===== src/rtl/tlc_pkg.sv =====
// rtl/tlc_pkg.sv - shared state encoding and default phase durations for tlc_one_way
package tlc_pkg;

  typedef enum logic [1:0] {
    S_RED     = 2'b00,
    S_GREEN   = 2'b01,
    S_YELLOW  = 2'b10,
    S_ILLEGAL = 2'b11
  } state_t;

  localparam int DEF_RED_CYCLES    = 5;
  localparam int DEF_GREEN_CYCLES  = 4;
  localparam int DEF_YELLOW_CYCLES = 2;
  localparam int DEF_CNT_W         = 8;

endpackage


===== src/rtl/tlc_phase_timer.sv =====
// rtl/tlc_phase_timer.sv - loadable up-counter with terminal-count flag for phase timing
module tlc_phase_timer #(
  parameter int CNT_W = 8
) (
  input  logic             clk,
  input  logic             rst_n,
  input  logic             load,
  input  logic [CNT_W-1:0] limit,
  output logic [CNT_W-1:0] count,
  output logic             tc
);

  // load restarts the phase at zero; tc marks the last cycle of the phase
  always_ff @(posedge clk or negedge rst_n) begin
    if (!rst_n) begin
      count <= '0;
    end else if (load) begin
      count <= '0;
    end else begin
      count <= count + CNT_W'(1);
    end
  end

  assign tc = (count == limit);

endmodule


===== src/rtl/tlc_one_way.sv =====
// rtl/tlc_one_way.sv - one-way traffic light RED->GREEN->YELLOW Moore FSM
// Optional status outputs (state_o, phase_done) under macro TLC_STATUS_EN.
module tlc_one_way
  import tlc_pkg::*;
#(
  parameter int RED_CYCLES    = DEF_RED_CYCLES,
  parameter int GREEN_CYCLES  = DEF_GREEN_CYCLES,
  parameter int YELLOW_CYCLES = DEF_YELLOW_CYCLES,
  parameter int CNT_W         = DEF_CNT_W
) (
  input  logic       clk,
  input  logic       clear,
  output logic       RED_out,
  output logic       YELLOW_out,
  output logic       GREEN_out
`ifdef TLC_STATUS_EN
  ,
  output logic [1:0] state_o,
  output logic       phase_done
`endif
);

  localparam logic [CNT_W-1:0] RED_LAST    = CNT_W'(RED_CYCLES - 1);
  localparam logic [CNT_W-1:0] GREEN_LAST  = CNT_W'(GREEN_CYCLES - 1);
  localparam logic [CNT_W-1:0] YELLOW_LAST = CNT_W'(YELLOW_CYCLES - 1);

  state_t           state;
  state_t           state_next;
  logic [CNT_W-1:0] count;
  logic [CNT_W-1:0] limit;
  logic             tc;
  logic             advance;

  function automatic logic [CNT_W-1:0] last_of(input state_t s);
    case (s)
      S_RED:    return RED_LAST;
      S_GREEN:  return GREEN_LAST;
      S_YELLOW: return YELLOW_LAST;
      default:  return '0;
    endcase
  endfunction

  assign limit = last_of(state);

  tlc_phase_timer #(
    .CNT_W (CNT_W)
  ) u_timer (
    .clk   (clk),
    .rst_n (clear),
    .load  (advance),
    .limit (limit),
    .count (count),
    .tc    (tc)
  );

  always_ff @(posedge clk or negedge clear) begin
    if (!clear) begin
      state <= S_RED;
    end else begin
      state <= state_next;
    end
  end

  // the illegal encoding shows RED and is forced back to a fresh RED phase
  always_comb begin
    state_next = state;
    advance    = tc;
    RED_out    = 1'b0;
    YELLOW_out = 1'b0;
    GREEN_out  = 1'b0;
    case (state)
      S_RED: begin
        RED_out = 1'b1;
        if (tc) state_next = S_GREEN;
      end
      S_GREEN: begin
        GREEN_out = 1'b1;
        if (tc) state_next = S_YELLOW;
      end
      S_YELLOW: begin
        YELLOW_out = 1'b1;
        if (tc) state_next = S_RED;
      end
      default: begin
        RED_out    = 1'b1;
        state_next = S_RED;
        advance    = 1'b1;
      end
    endcase
  end

`ifdef TLC_STATUS_EN
  logic [CNT_W-1:0] count_next;

  assign count_next = advance ? '0 : count + CNT_W'(1);
  assign state_o    = state;

  // registered from next-cycle values so the pulse stays a pure state decode
  always_ff @(posedge clk or negedge clear) begin
    if (!clear) begin
      phase_done <= 1'b0;
    end else begin
      phase_done <= (count_next == last_of(state_next));
    end
  end
`endif

endmodule


===== config.mk =====
export PLATFORM = sky130hd
export DESIGN_NAME = tlc_one_way
export DESIGN_NICKNAME = d
export VERILOG_FILES = /design/src/rtl/tlc_pkg.sv /design/src/rtl/tlc_phase_timer.sv /design/src/rtl/tlc_one_way.sv
export SDC_FILE = /design/constraint.sdc
export NUM_CORES = 1
export LEC_CHECK = 0
export ABC_AREA = 0
export CORE_AREA = 2 2 39 41
export DETAILED_ROUTE_END_ITERATION = 6
export DIE_AREA = 0 0 41 43
export GPL_ROUTABILITY_DRIVEN = 1
export PLACE_DENSITY = 0.75
export SLEW_MARGIN = 20
export SYNTH_ARGS = -nofsm -noshare
export SYNTH_HDL_FRONTEND = slang
export SYNTH_SLANG_ARGS = --single-unit

===== constraint.sdc =====
create_clock -name clk -period 4.5 [get_ports clk]
set_clock_uncertainty 0.15 [all_clocks]
set_input_delay 1.35 -clock clk [delete_from_list [all_inputs] [get_ports clk]]
set_output_delay 1.35 -clock clk [all_outputs]
set_load 0.01 [all_outputs]

# [Word level (Yosys, flattened, before mapping)]
# Index checks and enable logic that the tools add are counted.
[op_classes] n_addsub=1 n_eq_ne=6 mux=10 reduce_logical=4
[ops] cell="$pmux W3 S3" count=1
[ops] cell="$add A8 B1 Y8 const B" count=1
[ops] cell="$eq A8 B3 Y1" count=1
[ops] cell="$mux W8" count=1
[ops] cell="$mux W2" count=3
[ops] cell="$ne A2 B2 Y1 const B" count=3
[ops] cell="$pmux W2 S3" count=1
[ops] cell="$mux W1" count=4
[ops] cell="$reduce_and A3 Y1" count=1
[ops] cell="$reduce_or A3 Y1" count=1
[ops] cell="$eq A2 B1 Y1 const B" count=1
[ops] cell="$eq A2 B2 Y1 const B" count=1
[ops] cell="$logic_not A2 Y1" count=1
[ops] cell="$reduce_or A2 Y1" count=1
[word_totals] out_inout_bits=3 reg_bits=10 word_cells=23 in_bits=2

# [Depth between registers and ports, before layout]
# Gate-level depths: netlist (run 1).
[depth] ltp_word=5 mapped_depth=6

# [Cells and area by module]
# A second synthesis (run 1) with hierarchy kept.
[unflattened] cells_unflattened=64 hier_area_um2=628.1
[by_module_without_submodules] mod="tlc_phase_timer" n_inst=1 seq_area_each_um2=200.2 cells_per_inst=46 area_each_um2=447.9
[by_module_without_submodules] mod="tlc_one_way" n_inst=1 seq_area_each_um2=50.0 cells_per_inst=18 area_each_um2=180.2

# [Worst setup path after synthesis (run 1)]
# No wires, ideal clock.
[synth_timing] kind="register to output" startpoint="register state[1]" endpoint="output RED_out" stages_incl_launch_ff=4 required_ns=3.000 arrival_time_ns=0.858 slack_ns=2.142 cell_sequence="dfrtp_1 > inv_1 > ha_1 > inv_1"
[synth_via] elab_chain_cells=3
[synth_rtl] element="from (decl)" line="tlc_one_way.sv:27" rtl="state_t state;"
[synth_rtl] element="from (signal assigned)" line="tlc_one_way.sv:60" rtl="state <= state_next;"
[synth_rtl] element="$eq A2 B2 Y1 or $eq A2 B1 Y1 (tied branches)" line="tlc_one_way.sv:71" rtl="case (state)"
[synth_rtl] element="$reduce_or A2 Y1 (no source line) (*)"
[synth_rtl] element="$mux W1 (*)" line="tlc_one_way.sv:71"
[synth_rtl] element="to (decl)" line="tlc_one_way.sv:13" rtl="output logic RED_out,"
# Every way passes the cells marked *; elsewhere a longest branch is shown, timed or not.

# [Final worst setup path (run 1)]
# Ends and elaborated chain as after synthesis.

==> flow_summary.yaml, run 1 <==
outcome:
  outcome: "complete, no violations"
logic_synthesis:
  synth_commonest_cells: "nor2_1, dfrtp_1, ha_1"
  synth_ff_type: "dfrtp_1"
  ys_top_cells_by_area: "dfrtp_1, ha_1, nor2_1"
  synth.avg_cell_area_um2: 10.32
  synth_top_area_share_pct: 43.29
  synthAdderAreaFrac_pct: 12.99
  synth_xor_area_share_pct: 13.64
  synth_compound_area_share_pct: 6.494
  ys_types: 18
  synth_mux_area_share_pct: 1.948
  syn_area_um2: 578.1
  synth_top_family_by_area: "simple AND/OR/NAND/NOR gates"
  seq_area_frac_synth_pct: 43.29
  ys_async_sr_fraction_pct: 100.0
  synthCells: 56
  synth_edf_count: 0
  yosysTopAreaCell: "dfrtp_1"
  synth.most_common_cell: "nor2_1"
  synth-simple-area-share_pct: 19.05
  synth.net_count: 64
  synth_warnings: 0
  ys_ff_latch: 10
floorplanning:
  core_area_mm2: 0.001384
  initial_core_util_pct: 41.77
  io-pin-count: 5
  die_height_um: 43
  die_w_um: 41
  die-area_mm2: 0.001763
  rows: 14
worst_setup_path:
  crit_required_ns: 3.00
  crit_type: "flop to primary output"
  path_max_fanout: 5
  critPathCaptureType: "primary output"
  critPathArrivalTime_ns: 1.67
  r2r_slack_ns: 2.57
  rr_endpoint: "state[0]$_DFFE_PN0P_"
  reg2reg_depth: 6
  worst_setup_path_start_kind: "flop"
  reg2reg_from: "state[1]$_DFFE_PN0P_"
routing:
  post_drt_wl_per_cell_um: 11.33
  dr_total_vias: 394
  viasPerCell: 4.987
  drtAntennaViolNets: 0
  totalWireLength_um: 895
  drc_errors: 0
  drt_iter0_markers: 2
  dr.pass1.iters: 4
flow_run:
  drv_cap: 0
finish:
  finalInstanceArea_um2: 660.6
  final_nets: 73
  area_growth_syn_to_layout_pct: 14.29
  diodes: 0
  drive_gt1_share_pct: 11.11
  stdcell_count: 79
placed_design:
  numPortBuffers: 4
  dp_hpwl_um: 706.5
  place.gp.congestion: 0.7297
  dpl_cell_area_um2: 638.1
  placed_cells: 76
clock_tree:
  cts_buffers: 3
  cts_tree: "yes"
  clock_path_buffers: 2
  cts_hold_buf: 0
  clock-sinks: 10
  root_buffer: "clkbuf_4"
  clk_latency_ns: 0.26
  htreeDepth: 1
  post-cts-setup-buffer-count: 0
  clkTransAtPathRegs_ns: 0.06
  post_cts_resized: 0
worst_hold_path:
  hold_path_depth: 1
  min-delay-start: "u_timer.count[0]$_DFF_PN0_"
  hold-path-endpoint: "u_timer.count[0]$_DFF_PN0_"
  hold_path.class: "flop to flop"
sta:
  drv_slew: 0
  grt_setup_unrepaired: "false"
  setup_tns_ns: 0
  period_share_pct: 70.43
  timing.final.crit_period_ns: 3.169
  fmax_mhz: 315.5
  slew_headroom_pct: 70.47
  worst_pin_slew_ns: 0.4415
  setup_viol: 0
  finalHoldViolCount: 0
grt:
  grt_pass1_wl_um: 1628
  antenna_found_initial: 0
  grt_overflow: 0
  grtUsageTotal_pct: 13.89
  grt_pass1_vias: 406
  grt_max_degree: 11
pwr:
  p_per_area_mw_per_mm2: 227.9
  power.leakage_nw: 0.3418
  ir_drop_mv: 0.1107
## through the flow
step | utilization [%] | setup slack [ns] | total power, mW | hold slack [ns]
4_1_cts | 47.74 | 1.316 | 0.1526 | 0.3517
6_report | 47.74 | 1.331 | 0.1506 | 0.3524
3_5_place_dp | 46.11 | 1.593 | 0.09418 | 0.3436
3_3_place_gp | 46.11 | 1.620 | 0.09412 | 0.3459
5_1_grt | 47.74 | 1.225 | 0.1570 | 0.3798
2_1_floorplan | - | 2.142 | 0.09159 | 0.3150
## routing by layer
layer  track usage (%)  wire length, um  vias to the layer above
met1             17.94              441                      188
li1                  -                -                      198
met5                 0                0                        -
met2             19.38              422                        6
met3             4.712               19                        2
met4             8.000               12                        0
## placed cells by master (no fill, tap or decap)
master           instances
nor3_2                   1
clkbuf_4                 3
o21bai_1                 1
o22a_1                   1
nor3_1                   1
o21bai_2                 1
nand3_1                  4
clkdlybuf4s50_1          4
ha_1                     6
and3_1                   1
xor2_1                   5
and3_2                   1
dfrtp_1                 10
nand4_2                  1
mux2_1                   1
nor2_1                  12
o211a_1                  1
xnor2_1                  4
nand2_1                  1
inv_1                    4
## how the worst max path moves through the flow
| stage | start | to | slack (ns) | cells past startpoint |
|---|---|---|---|---|
| floorplan | state[1]$_DFFE_PN0P_ | RED_out | 2.14 | 3 |
| global placement | state[1]$_DFFE_PN0P_ | RED_out | 1.62 | 4 |
| detailed placement | state[1]$_DFFE_PN0P_ | RED_out | 1.59 | 4 |
| CTS | state[0]$_DFFE_PN0P_ | RED_out | 1.32 | 4 |
| global route | state[1]$_DFFE_PN0P_ | RED_out | 1.23 | 4 |
| finish | state[1]$_DFFE_PN0P_ | RED_out | 1.33 | 4 |
## where the power goes
| group | leakage (nW) | switching (mW) | internal (mW) |
|---|---|---|---|
| sequential | 0.135 | 0 | 0.0899 |
| combinational | 0.193 | 0.00164 | 0.000765 |
| clock | 0.0138 | 0.0275 | 0.0307 |
| total | 0.342 | 0.0292 | 0.121 |
## final cells by class
type / count / area [um2]
clock buffer: 3 / 22.52
fill: 140 / 723.2
inverter: 4 / 15.01
multi-input combinational: 42 / 312.8
sequential: 10 / 250.2
tap: 16 / 20.02
timing repair buffer: 4 / 40.04
## critical path, cell delays in order (launching register included)
cell and delay (ns):
dfrtp_1 0.41, inv_1 0.12, ha_1 0.32, inv_1 0.06, clkdlybuf4s50_1 0.52
## flip-flops by register name, indices dropped and copies added, names as in the netlist
name / count
state: 2
u_timer.count: 8
## kinds of logic after synthesis
group,count (synthesis)
flops,10
buf+inv,4
compound gates,4
simple gates,22
mux,1
xor+xnor,9
fa+ha+maj,6
Note: power is estimated with default switching activity, not from simulation.
==> run 2: changes to the inputs <==
PLACE_DENSITY = 0.77   (was 0.75)
clock period = 2.85 ns   (was 4.5 ns; I/O delays follow)
==> flow_summary.yaml, run 2 (same netlist as run 1, synthesis figures left out) <==
outcome:
  outcome: "complete, no violations"
placed_design:
  place.gp.congestion: 0.6356
  dp_slack_ns: 0.4075
  dp_hpwl_um: 741.4
  numPortBuffers: 4
  placed_cells: 76
routing:
  post_drt_wl_per_cell_um: 12.24
  dr.pass1.iters: 3
  totalWireLength_um: 967
  drtAntennaViolNets: 0
  viasPerCell: 5.139
  drc_errors: 0
  dr_total_vias: 406
  drt_iter0_markers: 2
finish:
  largestRegisters: "u_timer.count: 8 flops, state: 2 flops"
  nFillCells: 133
  top_register: "u_timer.count"
  final_nets: 73
  final_cell_mix: "nor2_1, dfrtp_1, ha_1, xor2_1"
  diodes: 0
  drive_gt1_share_pct: 11.11
  stdcell_count: 79
  final_common_cell: "nor2_1"
  area_growth_syn_to_layout_pct: 14.29
  seqCellArea_um2: 250.2
  utilization_pct: 47.74
  largest_register_ffs: 8
  multi_input_area_um2: 312.8
clock_tree:
  cts_buffers: 3
  cts_tree: "yes"
  clkTransAtPathRegs_ns: 0.06
  clk_latency_ns: 0.27
  clock-sinks: 10
  post-cts-setup-buffer-count: 0
  htreeDepth: 1
  cts_hold_buf: 0
  post_cts_resized: 0
  clock_path_buffers: 2
  root_buffer: "clkbuf_4"
worst_setup_path:
  path_max_fanout: 5
  critPathCaptureType: "primary output"
  cp_cell_sequence: "inv_1 > ha_1 > inv_1 > clkdlybuf4s50_1"
  crit_required_ns: 1.85
  critical-path-slowest-cell: "clkdlybuf4s50_1"
  cp_common_cell: "inv_1"
  critPathArrivalTime_ns: 1.71
  worst_setup_path_start_kind: "flop"
  crit_type: "flop to primary output"
  r2r_slack_ns: 0.88
  slowest_delay_ns: 0.52
floorplanning:
  initial_core_util_pct: 41.77
  rows: 14
  core_area_mm2: 0.001384
  io-pin-count: 5
  die_w_um: 41
  die-area_mm2: 0.001763
  die_height_um: 43
sta:
  setup_ws_ns: 0.1383
  period_share_pct: 95.15
  grt_setup_unrepaired: "false"
  drv_slew: 0
  finalHoldViolCount: 0
  worst_pin_slew_ns: 0.4700
  fmax_mhz: 368.8
  setup_tns_ns: 0
  timing.final.crit_period_ns: 2.712
  slew_headroom_pct: 68.43
  setup_viol: 0
grt:
  grt_pass1_vias: 421
  grt_max_degree: 11
  antenna_found_initial: 0
  grtUsageTotal_pct: 14.69
  grt_overflow: 0
  grt_pass1_wl_um: 1676
pwr:
  p_per_area_mw_per_mm2: 363.1
  power.total_mw: 0.2399
  power.leakage_nw: 0.3418
  ir_drop_mv: 0.2332
flow_run:
  drv_cap: 0
worst_hold_path:
  hold_path.class: "flop to flop"
-- run 2: per-layer routing --
layer	GRT usage (%)	wire length (um)
met1	15.89	447
met2	21.88	447
met3	4.712	26
met4	12.00	45
met5	0	0
-- run 2: through the flow --
stage                     hold WS [ns]  area (um2)
after floorplan                 0.3150       578.1
after global placement          0.3412       638.1
after detailed placement        0.3531       638.1
after CTS                       0.3614       660.6
after global routing            0.3827       660.6
final                           0.3499       660.6
-- run 2: path summary, 6_finish.rpt --
check | startpoint | end | depth (start not counted)
max reg2reg | state[1]$_DFFE_PN0P_ | state[0]$_DFFE_PN0P_ | 6
min in group asynchronous | clear | u_timer.count[7]$_DFF_PN0_ | 1
min reg2reg | u_timer.count[0]$_DFF_PN0_ | u_timer.count[0]$_DFF_PN0_ | 1
max | state[1]$_DFFE_PN0P_ | RED_out | 4
max in group asynchronous | clear | state[0]$_DFFE_PN0P_ | 1
min | u_timer.count[0]$_DFF_PN0_ | u_timer.count[0]$_DFF_PN0_ | 1
-- run 2: layout make-up --
class                   instances  area share, %
well taps                      16          3.030
flip-flops and latches         10          37.88
clock buffers                   3          3.409
inverters                       4          2.273
repair buffers                  4          6.061
multi-input cells              42          47.35
-- run 2: critical path: cells and delay by family (launching register included) --
kind,cells,cell delay [ns]
flip-flops,1,0.42
adder cells (fa/ha/maj),1,0.32
buffers and inverters,3,0.70
-- run 2: report_power, final --
group / switching, mW / internal, mW
sequential: 0 / 0.142
clock: 0.0455 / 0.0487
combinational: 0.00257 / 0.00121
